File: src/rtl/storage_bist.sv
// Word read/write pattern BIST across N_BLOCKS memories sharing one
// one-cycle-latency port; reports progress on a 16-bit checkbits code bus.
module storage_bist #(
    parameter int unsigned ADDR_W   = 8,
    parameter int unsigned DATA_W   = 32,
    parameter int unsigned N_BLOCKS = 2,
    parameter logic [31:0] SEED     = 32'h0000_0000
) (
    input  logic              clock,
    input  logic              resetb,
    input  logic              start,
    input  logic              mode,
    output logic [3:0]        mem_sel,
    output logic              mem_en,
    output logic              mem_we,
    output logic [ADDR_W-1:0] mem_addr,
    output logic [DATA_W-1:0] mem_wdata,
    input  logic [DATA_W-1:0] mem_rdata,
    output logic              busy,
    output logic              done,
    output logic              pass,
    output logic [3:0]        fail_block,
    output logic [ADDR_W-1:0] fail_addr,
    output logic [DATA_W-1:0] fail_data,
    output logic [15:0]       checkbits
);

    typedef enum logic [2:0] {
        StIdle, StStartBlk, StWrite, StRead, StCheck, StBlkPass, StFail, StDone
    } state_e;

    localparam logic [DATA_W-1:0] SeedT    = DATA_W'(SEED);
    localparam logic [ADDR_W-1:0] LastAddr = '1;
    localparam logic [3:0]        LastBlk  = 4'(N_BLOCKS - 1);
    localparam int                CbW      = 2 * (DATA_W / 2);

    // Odd DATA_W leaves the checkerboard MSB at 0 before inversion.
    function automatic logic [DATA_W-1:0] pattern(input logic m, input logic ph,
                                                  input logic [ADDR_W-1:0] a);
        logic [DATA_W-1:0] c;
        if (!m) return DATA_W'(a) ^ SeedT;
        c = '0;
        for (int i = 0; i < CbW; i++) c[i] = (i[0] == a[0]);
        return ph ? ~c : c;
    endfunction

    state_e            state_q, state_d;
    logic              mode_q, mode_d;
    logic              phase_q, phase_d;
    logic [3:0]        blk_q, blk_d;
    logic [ADDR_W-1:0] addr_q, addr_d;
    logic              rd_pend_q, rd_pend_d;
    logic [ADDR_W-1:0] rd_addr_q, rd_addr_d;
    logic              mem_en_q, mem_en_d;
    logic              mem_we_q, mem_we_d;
    logic [DATA_W-1:0] wdata_q, wdata_d;
    logic              busy_q, busy_d;
    logic              done_q, done_d;
    logic              pass_q, pass_d;
    logic [3:0]        fail_block_q, fail_block_d;
    logic [ADDR_W-1:0] fail_addr_q, fail_addr_d;
    logic [DATA_W-1:0] fail_data_q, fail_data_d;
    logic [15:0]       checkbits_q, checkbits_d;
    logic              mismatch;

    always_comb begin
        state_d      = state_q;
        mode_d       = mode_q;
        phase_d      = phase_q;
        blk_d        = blk_q;
        addr_d       = addr_q;
        rd_pend_d    = 1'b0;
        rd_addr_d    = addr_q;
        wdata_d      = wdata_q;
        pass_d       = pass_q;
        fail_block_d = fail_block_q;
        fail_addr_d  = fail_addr_q;
        fail_data_d  = fail_data_q;
        checkbits_d  = checkbits_q;

        // Only reads still owned by READ/CHECK are compared; a read in flight
        // when FAIL is entered is dropped.
        mismatch = rd_pend_q && (state_q == StRead || state_q == StCheck) &&
                   (mem_rdata != pattern(mode_q, phase_q, rd_addr_q));

        case (state_q)
            StIdle, StDone: begin
                if (start) begin
                    state_d      = StStartBlk;
                    mode_d       = mode;
                    phase_d      = 1'b0;
                    blk_d        = 4'd0;
                    addr_d       = '0;
                    pass_d       = 1'b0;
                    fail_block_d = '0;
                    fail_addr_d  = '0;
                    fail_data_d  = '0;
                end
            end
            StStartBlk: begin
                state_d = StWrite;
                addr_d  = '0;
            end
            StWrite: begin
                addr_d = addr_q + ADDR_W'(1);
                if (addr_q == LastAddr) state_d = StRead;
            end
            StRead: begin
                rd_pend_d = 1'b1;
                addr_d    = addr_q + ADDR_W'(1);
                if (mismatch) state_d = StFail;
                else if (addr_q == LastAddr) state_d = StCheck;
            end
            StCheck: begin
                if (mismatch) begin
                    state_d = StFail;
                end else if (mode_q && !phase_q) begin
                    state_d = StWrite;
                    phase_d = 1'b1;
                    addr_d  = '0;
                end else begin
                    state_d = StBlkPass;
                end
            end
            StBlkPass: begin
                if (blk_q < LastBlk) begin
                    state_d = StStartBlk;
                    blk_d   = blk_q + 4'd1;
                    phase_d = 1'b0;
                    addr_d  = '0;
                end else begin
                    state_d = StDone;
                    pass_d  = 1'b1;
                end
            end
            StFail:  state_d = StDone;
            default: state_d = StIdle;
        endcase

        if (mismatch) begin
            fail_block_d = blk_q;
            fail_addr_d  = rd_addr_q;
            fail_data_d  = mem_rdata;
        end

        // Outputs are registered from the next state so they line up with it.
        mem_en_d = (state_d == StWrite) || (state_d == StRead);
        mem_we_d = (state_d == StWrite);
        if (state_d == StWrite) wdata_d = pattern(mode_d, phase_d, addr_d);
        busy_d = !((state_d == StIdle) || (state_d == StDone));
        done_d = (state_d == StDone);
        case (state_d)
            StStartBlk: checkbits_d = {8'hA0, blk_d, 4'h0};
            StBlkPass:  checkbits_d = {8'hAB, blk_d, 4'h1};
            StFail:     checkbits_d = {8'hAB, blk_d, 4'h0};
            default:    checkbits_d = checkbits_q;
        endcase
    end

    always_ff @(posedge clock or negedge resetb) begin
        if (!resetb) begin
            state_q      <= StIdle;
            mode_q       <= 1'b0;
            phase_q      <= 1'b0;
            blk_q        <= 4'd0;
            addr_q       <= '0;
            rd_pend_q    <= 1'b0;
            rd_addr_q    <= '0;
            mem_en_q     <= 1'b0;
            mem_we_q     <= 1'b0;
            wdata_q      <= '0;
            busy_q       <= 1'b0;
            done_q       <= 1'b0;
            pass_q       <= 1'b0;
            fail_block_q <= 4'd0;
            fail_addr_q  <= '0;
            fail_data_q  <= '0;
            checkbits_q  <= 16'h0000;
        end else begin
            state_q      <= state_d;
            mode_q       <= mode_d;
            phase_q      <= phase_d;
            blk_q        <= blk_d;
            addr_q       <= addr_d;
            rd_pend_q    <= rd_pend_d;
            rd_addr_q    <= rd_addr_d;
            mem_en_q     <= mem_en_d;
            mem_we_q     <= mem_we_d;
            wdata_q      <= wdata_d;
            busy_q       <= busy_d;
            done_q       <= done_d;
            pass_q       <= pass_d;
            fail_block_q <= fail_block_d;
            fail_addr_q  <= fail_addr_d;
            fail_data_q  <= fail_data_d;
            checkbits_q  <= checkbits_d;
        end
    end

    assign mem_sel    = blk_q;
    assign mem_en     = mem_en_q;
    assign mem_we     = mem_we_q;
    assign mem_addr   = addr_q;
    assign mem_wdata  = wdata_q;
    assign busy       = busy_q;
    assign done       = done_q;
    assign pass       = pass_q;
    assign fail_block = fail_block_q;
    assign fail_addr  = fail_addr_q;
    assign fail_data  = fail_data_q;
    assign checkbits  = checkbits_q;

endmodule

File: config.mk
export PLATFORM = sky130hd
export DESIGN_NAME = storage_bist
export DESIGN_NICKNAME = d
export VERILOG_FILES = /design/src/rtl/storage_bist.sv
export SDC_FILE = /design/constraint.sdc
export NUM_CORES = 1
export LEC_CHECK = 0
export BUFFER_PORTS_ARGS = -buffer_cell sky130_fd_sc_hd__buf_2
export CAP_MARGIN = 20
export CORE_ASPECT_RATIO = 1.2
export CORE_UTILIZATION = 50
export CTS_CLUSTER_DIAMETER = 80
export DETAILED_ROUTE_END_ITERATION = 16
export MAX_ROUTING_LAYER = met4
export PLACE_DENSITY = 0.81
export SYNTH_ARGS = -nofsm -noshare
export SYNTH_HDL_FRONTEND = slang
export SYNTH_SLANG_ARGS = --single-unit
File: constraint.sdc
create_clock -name clock -period 3.87 [get_ports clock]
set_input_delay 0.387 -clock clock [delete_from_list [all_inputs] [get_ports clock]]
set_output_delay 0.387 -clock clock [all_outputs]
set_load 0.02 [all_outputs]
* After elaboration in Yosys (flattened, before gate mapping)
Cells that the tools add are included.
** Word-level totals
- ROM bits :: 0
- Input port bits :: 36
- Bits in writable memories :: 0
- Latch bits :: 0
- Memories :: 0
- Register bits after elaboration :: 123
- Output and inout port bits :: 109
** Cells by class
- Div/mod/pow operators :: 0
- Multipliers :: 0
- Equality and inequality tests :: 17
- Reduce and logical (&&, ||, !) cells :: 18
- Shifts and indexed selects :: 0
- Multiplexer cells :: 44
- Bitwise logic cells :: 4
- Order comparisons :: 1
- Add/subtract/negate cells :: 2
** Operator list (number)
- 2-to-1 mux 32 bit :: 8
- inverter 32 bit :: 2
- 2-to-1 mux 8 bit :: 7
- one-hot mux 16 bit (3 select lines) :: 1
- one-hot mux 8 bit (5 select lines) :: 1
- != test 32 bit :: 1
- equality test 3 bit (second input constant) :: 7
- 2-to-1 mux 3 bit :: 7
- one-hot mux 3 bit (7 select lines) :: 1
- 2-to-1 mux 4 bit :: 5
- equality test 3 x 2 -> 1 bit (second input constant) :: 4
- 2-to-1 mux 1 bit :: 11
- adder 8 x 1 -> 8 bit (second input constant) :: 1
- equality test 8 bit (second input constant) :: 1
- one-hot mux 4 bit (2 select lines) :: 1
- equality test 3 x 1 -> 1 bit (second input constant) :: 2
- zero test 3 bit :: 2
- nonzero test 2 bit :: 3
- adder 4 x 1 -> 4 bit (second input constant) :: 1
- < comparator 4 x 1 -> 1 bit (second input constant) :: 1
- != test 2 bit (second input constant) :: 2
- OR reduction 2 bit :: 2
- logical AND 1 bit :: 3
- logical OR 1 bit :: 3
- other kinds (7) :: 9

* Longest topological paths before layout
Gate-level depths: netlist of the first run.
- Depth in word-level cells :: 12
- Mapped depth :: 12

* Worst setup path before layout of the first run
Ideal clock, no wire load.
- Kind :: input to register
- From :: input port mem_rdata[8]
- To :: register wdata_q[30], in the netlist mem_wdata[30]
- Arrival :: 2.868 ns
- Cell stages on the path :: 9
- Slack :: 0.875 ns
- Library setup time :: 0.128 ns
- Cells stage by stage :: or4_4 -> or4_4 -> a31oi_4 -> and2_4 -> o21ai_4 -> or3_1 -> buf_4 -> inv_4 -> mux2_1
** Between the ends
- Elaborated cells between the ends (all ways) :: 14
- Those cells by class :: eq/ne: 2; mux: 9; bitwise: 2; reduce/logical: 1
** RTL lines
- start, declared :: line 18 : input logic [DATA_W-1:0] mem_rdata,
- != test 32 bit (*) :: line 84 : (mem_rdata != pattern(mode_q, phase_q, rd_addr_q));
- logical AND 1 bit (*) :: line 83 : mismatch = rd_pend_q && (state_q == StRead || state_q == StCheck) &&
- 2-to-1 mux 3 bit, on equally long branches :: line 115, 111
- one-hot mux 3 bit (7 select lines) (*) :: line 86 : case (state_q)
- net state_d[2] :: line 47 : state_e state_q, state_d;
- equality test 3 x 2 -> 1 bit (*)
- net mem_we_d :: line 55 : logic mem_we_q, mem_we_d;
- end signal, assigned :: line 189 : wdata_q <= wdata_d;
- end, declared :: line 56 : logic [DATA_W-1:0] wdata_q, wdata_d;
The timed path passes the listed nets; every way through them passes the cells marked *.
A chain may end at the register's enable or synchronous reset.

* Final worst setup path of the first run
- From :: register mode_q
- To :: register wdata_q[30], in the netlist mem_wdata[30]
** Between the ends
- Elaborated cells between the ends (all ways) :: 23
- Those cells by class :: eq/ne: 2; mux: 17; bitwise: 2; reduce/logical: 2
** RTL lines
- start, declared :: line 48 : logic mode_q, mode_d;
- start signal, assigned :: line 181 : mode_q <= mode_d;
- 2-to-1 mux 32 bit :: line 42 : c = '0;
- != test 32 bit :: line 84
- logical AND 1 bit :: line 83
- 2-to-1 mux 3 bit, on equally long branches :: line 115, 111
- one-hot mux 3 bit (7 select lines) (*) :: line 86
- net state_d[2] :: line 47
- equality test 3 x 2 -> 1 bit (*)
- net mem_we_d :: line 55
The timed path passes the listed nets; every way through them passes the cells marked *. The select of a mux whose other input is x is not followed.

==> impl_metrics.env, run 1 <==
export IMPL_async_reset_ff_frac=1.00
export IMPL_cts_resized_gates=0
export IMPL_pwr_share_comb=0.067
export IMPL_synth_area_per_cell_um2=9.23
export IMPL_gr_total_overflow=0
export IMPL_p_leak_nw=2.64
export IMPL_cp_max_fo=12
export IMPL_hold_violations=0
export IMPL_fin_util=0.602
export IMPL_netlist_area_mm2=0.00464
export IMPL_clkPwrFrac=0.381
export IMPL_ctsHoldBuffers=0
export IMPL_wl_per_cell_um=15.7
export IMPL_finClkSkew_ps=15.1
export IMPL_antenna_found_initial=0
export IMPL_die_w_um=89.9
export IMPL_final_setup_tns_ps=0
export IMPL_drv_slew=0
export IMPL_cts_tree="yes"
export IMPL_layout_nets=645
export IMPL_grt_max_degree=90
export IMPL_clockBufferDepth=2
export IMPL_globalRouteTotalUtil=0.252
export IMPL_yosysWarnings=0
export IMPL_synth_seq_cells=92
export IMPL_cp_start_kind="flop"
export IMPL_rsz0062_at_grt="no"
export IMPL_htree_levels=3
export IMPL_power_w=0.00179
export IMPL_required_ps=4120
export IMPL_first_pass_iters=6
export IMPL_drt_wl_total_um=11500
export IMPL_maxCapViolCount=0
export IMPL_slowest_stage="dfrtp_1"
export IMPL_clkSlewWorstSetupHoldPaths_ps=90
export IMPL_synth_main_ff_cell="dfrtp_1"
export IMPL_areaGrowthSynthToFinish_pct=17.2
export IMPL_cp_arrival_ps=3480
export IMPL_ant_nets=0
export IMPL_post_route_min_period_ps=3230
export IMPL_max_slew_margin=0.421
export IMPL_port_buffers=138
export IMPL_fmax_mhz=309
export IMPL_cts_post_setup_buffers_inserted=0
export IMPL_outcome="finished clean"
export IMPL_path_cells="inv_1, nor4b_1, o32ai_1, a211oi_2, and2_4, o21ai_4, or3_1, inv_4, mux2_1"
export IMPL_fin_area_mm2=0.00544
export IMPL_cts_sinks=92
export IMPL_worst_pin_slew_ps=868
export IMPL_clock_latency_ps=370
export IMPL_gp_routability_congestion=0.889
export IMPL_critPathMaxStageDelay_ps=620
export IMPL_p_seq_frac=0.552
export IMPL_drt_iter0_drc=176
export IMPL_vias_per_cell=5.50
export IMPL_synth_edf_count=0
export IMPL_setup_viol=0
export IMPL_first_global_vias=3766
export IMPL_vias=4023
export IMPL_final_layout_size_suffix_gt1_frac=0.296
export IMPL_cts_root_buf="clkbuf_8"
export IMPL_die_area_mm2=0.00967
export IMPL_drc=0
export IMPL_num_rows=38
export IMPL_post_synth_inst_count=503
export IMPL_p_sw_frac=0.253
export IMPL_path_class="reg2reg"
export IMPL_coreArea_mm2=0.00903
export IMPL_die_h_um=108
export IMPL_fin_crit_sh=0.835
export IMPL_initial_core_util=0.514
export IMPL_yosys_cell_types_count=63
export IMPL_n_antenna_cell=0
export IMPL_place_area_mm2=0.00523
export IMPL_pwr_density_cell_mw_per_mm2=328
export IMPL_cts_buffers=9
export IMPL_dpl_hpwl_um=8390
export IMPL_cp_end_kind="flop"
export IMPL_peakVddDrop_mv=0.179
export IMPL_io_pins=145
export IMPL_internal_power_w=0.00134
export IMPL_yosysSeqAreaShare=0.496
export IMPL_p_sw_w=0.000451
export IMPL_grt_pass1_wl_um=18500
export IMPL_hold_class="in2async"
cells in the mapped netlist (6+ instances only):
master	number	area (µm²)
a21oi_1	13	65.1
buf_4	32	240
clkbuf_1	22	82.6
dfrtp_1	92	2300
inv_1	10	37.5
nand2_1	106	398
nand2b_1	6	37.5
nand3_1	10	50.1
nand4_1	7	43.8
nor2_1	20	75.1
nor3_1	7	35.0
o21ai_0	62	310
o31ai_1	12	90.1
xor2_1	9	78.8
routing by layer:
metal  up-vias  global-route usage  share of wire
met2       158               0.432           0.51
met1      1935               0.299           0.42
li1       1916                   -              -
met4         0              0.0726          0.013
met3        14              0.0558          0.058
met5         -                   -              0
metrics by stage:
step | hold WS [ps] | setup WS [ps] | instances
4_1_cts | 151 | 648 | 731
3_3_place_gp | 421 | 583 | 715
6_report | 124 | 638 | 731
3_5_place_dp | 420 | 524 | 715
5_1_grt | 193 | 423 | 731
2_1_floorplan | 91.4 | 875 | 508
power by group through the flow:
stage	sequential, W	clock [W]	combinational (W)
3_5_place_dp	0.00101	0	0.000121
6_report	0.000986	0.000681	0.000120
5_1_grt	0.000988	0.000732	0.000132
4_1_cts	0.000986	0.000687	0.000121
2_1_floorplan	0.00103	0	0.0000307
3_3_place_gp	0.00100	0	0.000117
logic make-up (layout without fill, tap and decap cells):
logic type               after synthesis  count (layout)  share of synthesized area
AND/OR/NAND/NOR                      190             190                      0.193
AO/OA/AOI/OAI                        125             125                      0.172
flip-flops                            92              92                      0.496
buffers and inverters                 70             173                     0.0836
XOR/XNOR                              13              13                     0.0245
multiplexers                           9               9                     0.0216
adder cells (fa/ha/maj)                3               3                    0.00809
other                                  1               6                   0.000808
critical path: cells and delay by family (launching register included):
| kind | cells | cell delay, ps |
|---|---|---|
| muxes | 1 | 320 |
| DFF | 1 | 620 |
| and+or+nand+nor | 3 | 1170 |
| buffers and inverters | 2 | 350 |
| AOI/OAI and AO/OA | 3 | 650 |
placed cells by master (no fill, tap or decap), types with 3 or more instances in the layout:
master	synthesis	final
nand4_1	7	7
buf_2	1	137
and3_1	5	5
dfrtp_1	92	92
mux2_2	5	5
or2_2	3	3
xor2_1	9	9
nor2_1	20	19
inv_1	10	10
a22o_1	3	3
nand3_1	10	10
nand2_1	106	106
conb_1	1	6
nand2b_1	6	6
nor3_1	7	7
ha_1	3	3
o31ai_1	12	12
or4_1	5	5
nor4_1	3	3
mux2_1	3	3
buf_4	32	7
xnor2_1	4	4
clkinvlp_4	0	3
a211oi_1	3	3
o21ai_0	62	61
clkbuf_8	0	10
a21o_1	5	5
nor4b_1	4	4
a21oi_1	13	13
path summary, 6_finish.rpt:
| path | from | endpoint | slack, ps | cells past startpoint |
|---|---|---|---|---|
| hold reg to reg | mem_addr[2] | rd_addr_q[2] | 440 | 0 |
| setup reg to reg | mode_q | mem_wdata[30] | 640 | 9 |
| hold / removal | resetb | fail_data[8] | 120 | 1 |
| max in group asynchronous | resetb | rd_addr_q[6] | 2930 | 2 |
| min in group clock | mem_rdata[30] | fail_data[30] | 250 | 3 |
| setup / recovery | mode_q | mem_wdata[30] | 640 | 9 |
area by class of cell:
cell class,count,area [µm²]
fill,799,3590
clock buffer,10,138
sequential,92,2300
inverter,13,52.6
tap,120,150
timing repair buffer,144,738
multi-input combinational,346,1990
clock inverter,6,70.1
flip-flops by register name, summed over array words and instances (netlist names), 4 cells and up:
name / count
fail_data: 32
mem_wdata: 10
fail_addr: 8
mem_addr: 8
rd_addr_q: 8
checkbits: 7
fail_block: 4
mem_sel: 4
Note: power is estimated with default switching activity, not from simulation.
==> run 2: changes to the inputs <==
==> constraint.sdc (replaced) <==
create_clock -name clock -period 3.15 [get_ports clock]
set_input_delay 0.315 -clock clock [delete_from_list [all_inputs] [get_ports clock]]
set_output_delay 0.315 -clock clock [all_outputs]
set_load 0.02 [all_outputs]
==> run 2 against run 1 <==
Effect of this change: core utilization up 1.7 points; hold slack worse by 30 ps; first-iteration DRC count up 10%; global-route usage up 1.3 points; non-clock buffer count up 19; sequential power up 23%.
==> impl_metrics.env, run 2 (synthesized netlist as in run 1, its figures left out) <==
export IMPL_die_area_mm2=0.00967
export IMPL_die_h_um=108
export IMPL_n_antenna_cell=0
export IMPL_cp_start_kind="flop"
export IMPL_fin_crit_sh=0.954
export IMPL_clockBufferDepth=2
export IMPL_pwr_share_comb=0.068
export IMPL_pwr_density_cell_mw_per_mm2=392
export IMPL_fin_util=0.619
export IMPL_layout_nets=664
export IMPL_final_common_cell="buf_2"
export IMPL_vias=4204
export IMPL_dpl_hpwl_um=8890
export IMPL_htree_levels=3
export IMPL_hold_class="in2async"
export IMPL_finClkSkew_ps=13.0
export IMPL_first_global_vias=3963
export IMPL_slowest_stage="or4_4"
export IMPL_final_setup_tns_ps=0
export IMPL_place_area_mm2=0.00537
export IMPL_crit_start="phase_q"
export IMPL_path_cells="xnor2_2, buf_4, or4_4, a31oi_4, buf_4, a21oi_1, o221a_2, clkinv_2, or3_1, inv_4, mux2_1"
export IMPL_peakVddDrop_mv=0.252
export IMPL_grt_pass1_wl_um=19300
export IMPL_fin_area_mm2=0.00560
export IMPL_coreArea_mm2=0.00903
export IMPL_ctsHoldBuffers=0
export IMPL_ant_nets=0
export IMPL_required_ps=3410
export IMPL_outcome="finished clean"
export IMPL_hold_violations=0
export IMPL_drc=0
export IMPL_drt_iter0_drc=194
export IMPL_r2r_slack_ps=150
export IMPL_max_slew_margin=0.346
export IMPL_cts_buffers=9
export IMPL_gr_total_overflow=0
export IMPL_areaGrowthSynthToFinish_pct=20.6
export IMPL_antenna_found_initial=0
export IMPL_reg2reg_from="phase_q"
export IMPL_port_buffers=138
export IMPL_clkPwrFrac=0.379
export IMPL_maxCapViolCount=0
export IMPL_p_sw_frac=0.258
export IMPL_fin_hold_ws_ps=94.1
export IMPL_r2r_cells=11
export IMPL_final_layout_size_suffix_gt1_frac=0.321
export IMPL_mostFrequentLayoutCells="buf_2, nand2_1, dfrtp_1"
export IMPL_drv_slew=0
export IMPL_cts_tree="yes"
export IMPL_clkSlewWorstSetupHoldPaths_ps=100
export IMPL_num_rows=38
export IMPL_gp_routability_congestion=0.903
export IMPL_cp_end_kind="flop"
export IMPL_nFillCells=793
export IMPL_clock_latency_ps=370
export IMPL_p_sw_w=0.000565
export IMPL_cts_sinks=92
export IMPL_cts_root_buf="clkbuf_8"
export IMPL_rsz0062_at_grt="no"
export IMPL_path_class="reg2reg"
export IMPL_internal_power_w=0.00163
export IMPL_largest_reg_flops=32
export IMPL_die_w_um=89.9
export IMPL_worst_pin_slew_ps=981
export IMPL_power_w=0.00219
export IMPL_setup_viol=0
export IMPL_first_pass_iters=5
export IMPL_initial_core_util=0.514
export IMPL_path_common_cell="buf_4"
export IMPL_fmax_mhz=333
export IMPL_wl_per_cell_um=16.2
export IMPL_p_seq_frac=0.553
export IMPL_drt_wl_total_um=12200
export IMPL_cp_arrival_ps=3260
export IMPL_io_pins=145
export IMPL_grt_max_degree=90
export IMPL_post_route_min_period_ps=3000
export IMPL_globalRouteTotalUtil=0.264
export IMPL_critPathMaxStageDelay_ps=560
export IMPL_vias_per_cell=5.61
export IMPL_p_leak_nw=2.74
export IMPL_cp_max_fo=6
[run 2: critical path: cells and delay by family, from the launching register on]
kind / cells / cell delay (ps)
simple gates: 2 / 830
compound gates: 3 / 620
flops: 1 / 470
buf+inv: 4 / 450
mux: 1 / 320
xor+xnor: 1 / 180
[run 2: final cells by class]
type / count / area, µm² / share of cell area
Sequential cell: 92 / 2300 / 0.411
Multi-Input combinational cell: 346 / 2000 / 0.358
Timing Repair Buffer: 163 / 881 / 0.157
Tap cell: 120 / 150 / 0.0268
Clock buffer: 9 / 124 / 0.0221
Clock inverter: 7 / 82.6 / 0.0148
Inverter: 13 / 52.6 / 0.00939
[run 2: per-layer routing]
| layer | track usage | vias up | share of wire |
|---|---|---|---|
| met1 | 0.315 | 2001 | 0.40 |
| met2 | 0.439 | 211 | 0.51 |
| met3 | 0.0466 | 34 | 0.063 |
| met4 | 0.129 | 0 | 0.028 |
| li1 | - | 1958 | - |
| met5 | - | - | 0 |
[run 2: timing repair]
item / in CTS / in global routing
endpoints found under the setup margin: 0 / 5
setup buffers: 0 / 0
resized for setup: 0 / 2
[run 2: power groups by stage]
stage          Clock [W]  Sequential, W  Combinational [W]
6_report        0.000831        0.00121           0.000150
5_1_grt         0.000890        0.00121           0.000165
4_1_cts         0.000843        0.00121           0.000151
3_3_place_gp           0        0.00123           0.000146
3_5_place_dp           0        0.00124           0.000150
2_1_floorplan          0        0.00126          0.0000377
[run 2: final timing paths]
path                                       to
worst min-delay path             fail_data[0]
worst max register to register  mem_wdata[29]
worst max-delay path            mem_wdata[29]
max in group asynchronous         mem_addr[0]
min in group clock              fail_data[30]
worst min register to register   rd_addr_q[1]
[run 2: per-stage QoR]
stage	instances	setup slack [ps]
floorplan	508	191
global placement	734	62.1
detailed placement	734	21.7
CTS	750	71.2
global route	750	9.86
finish	750	146
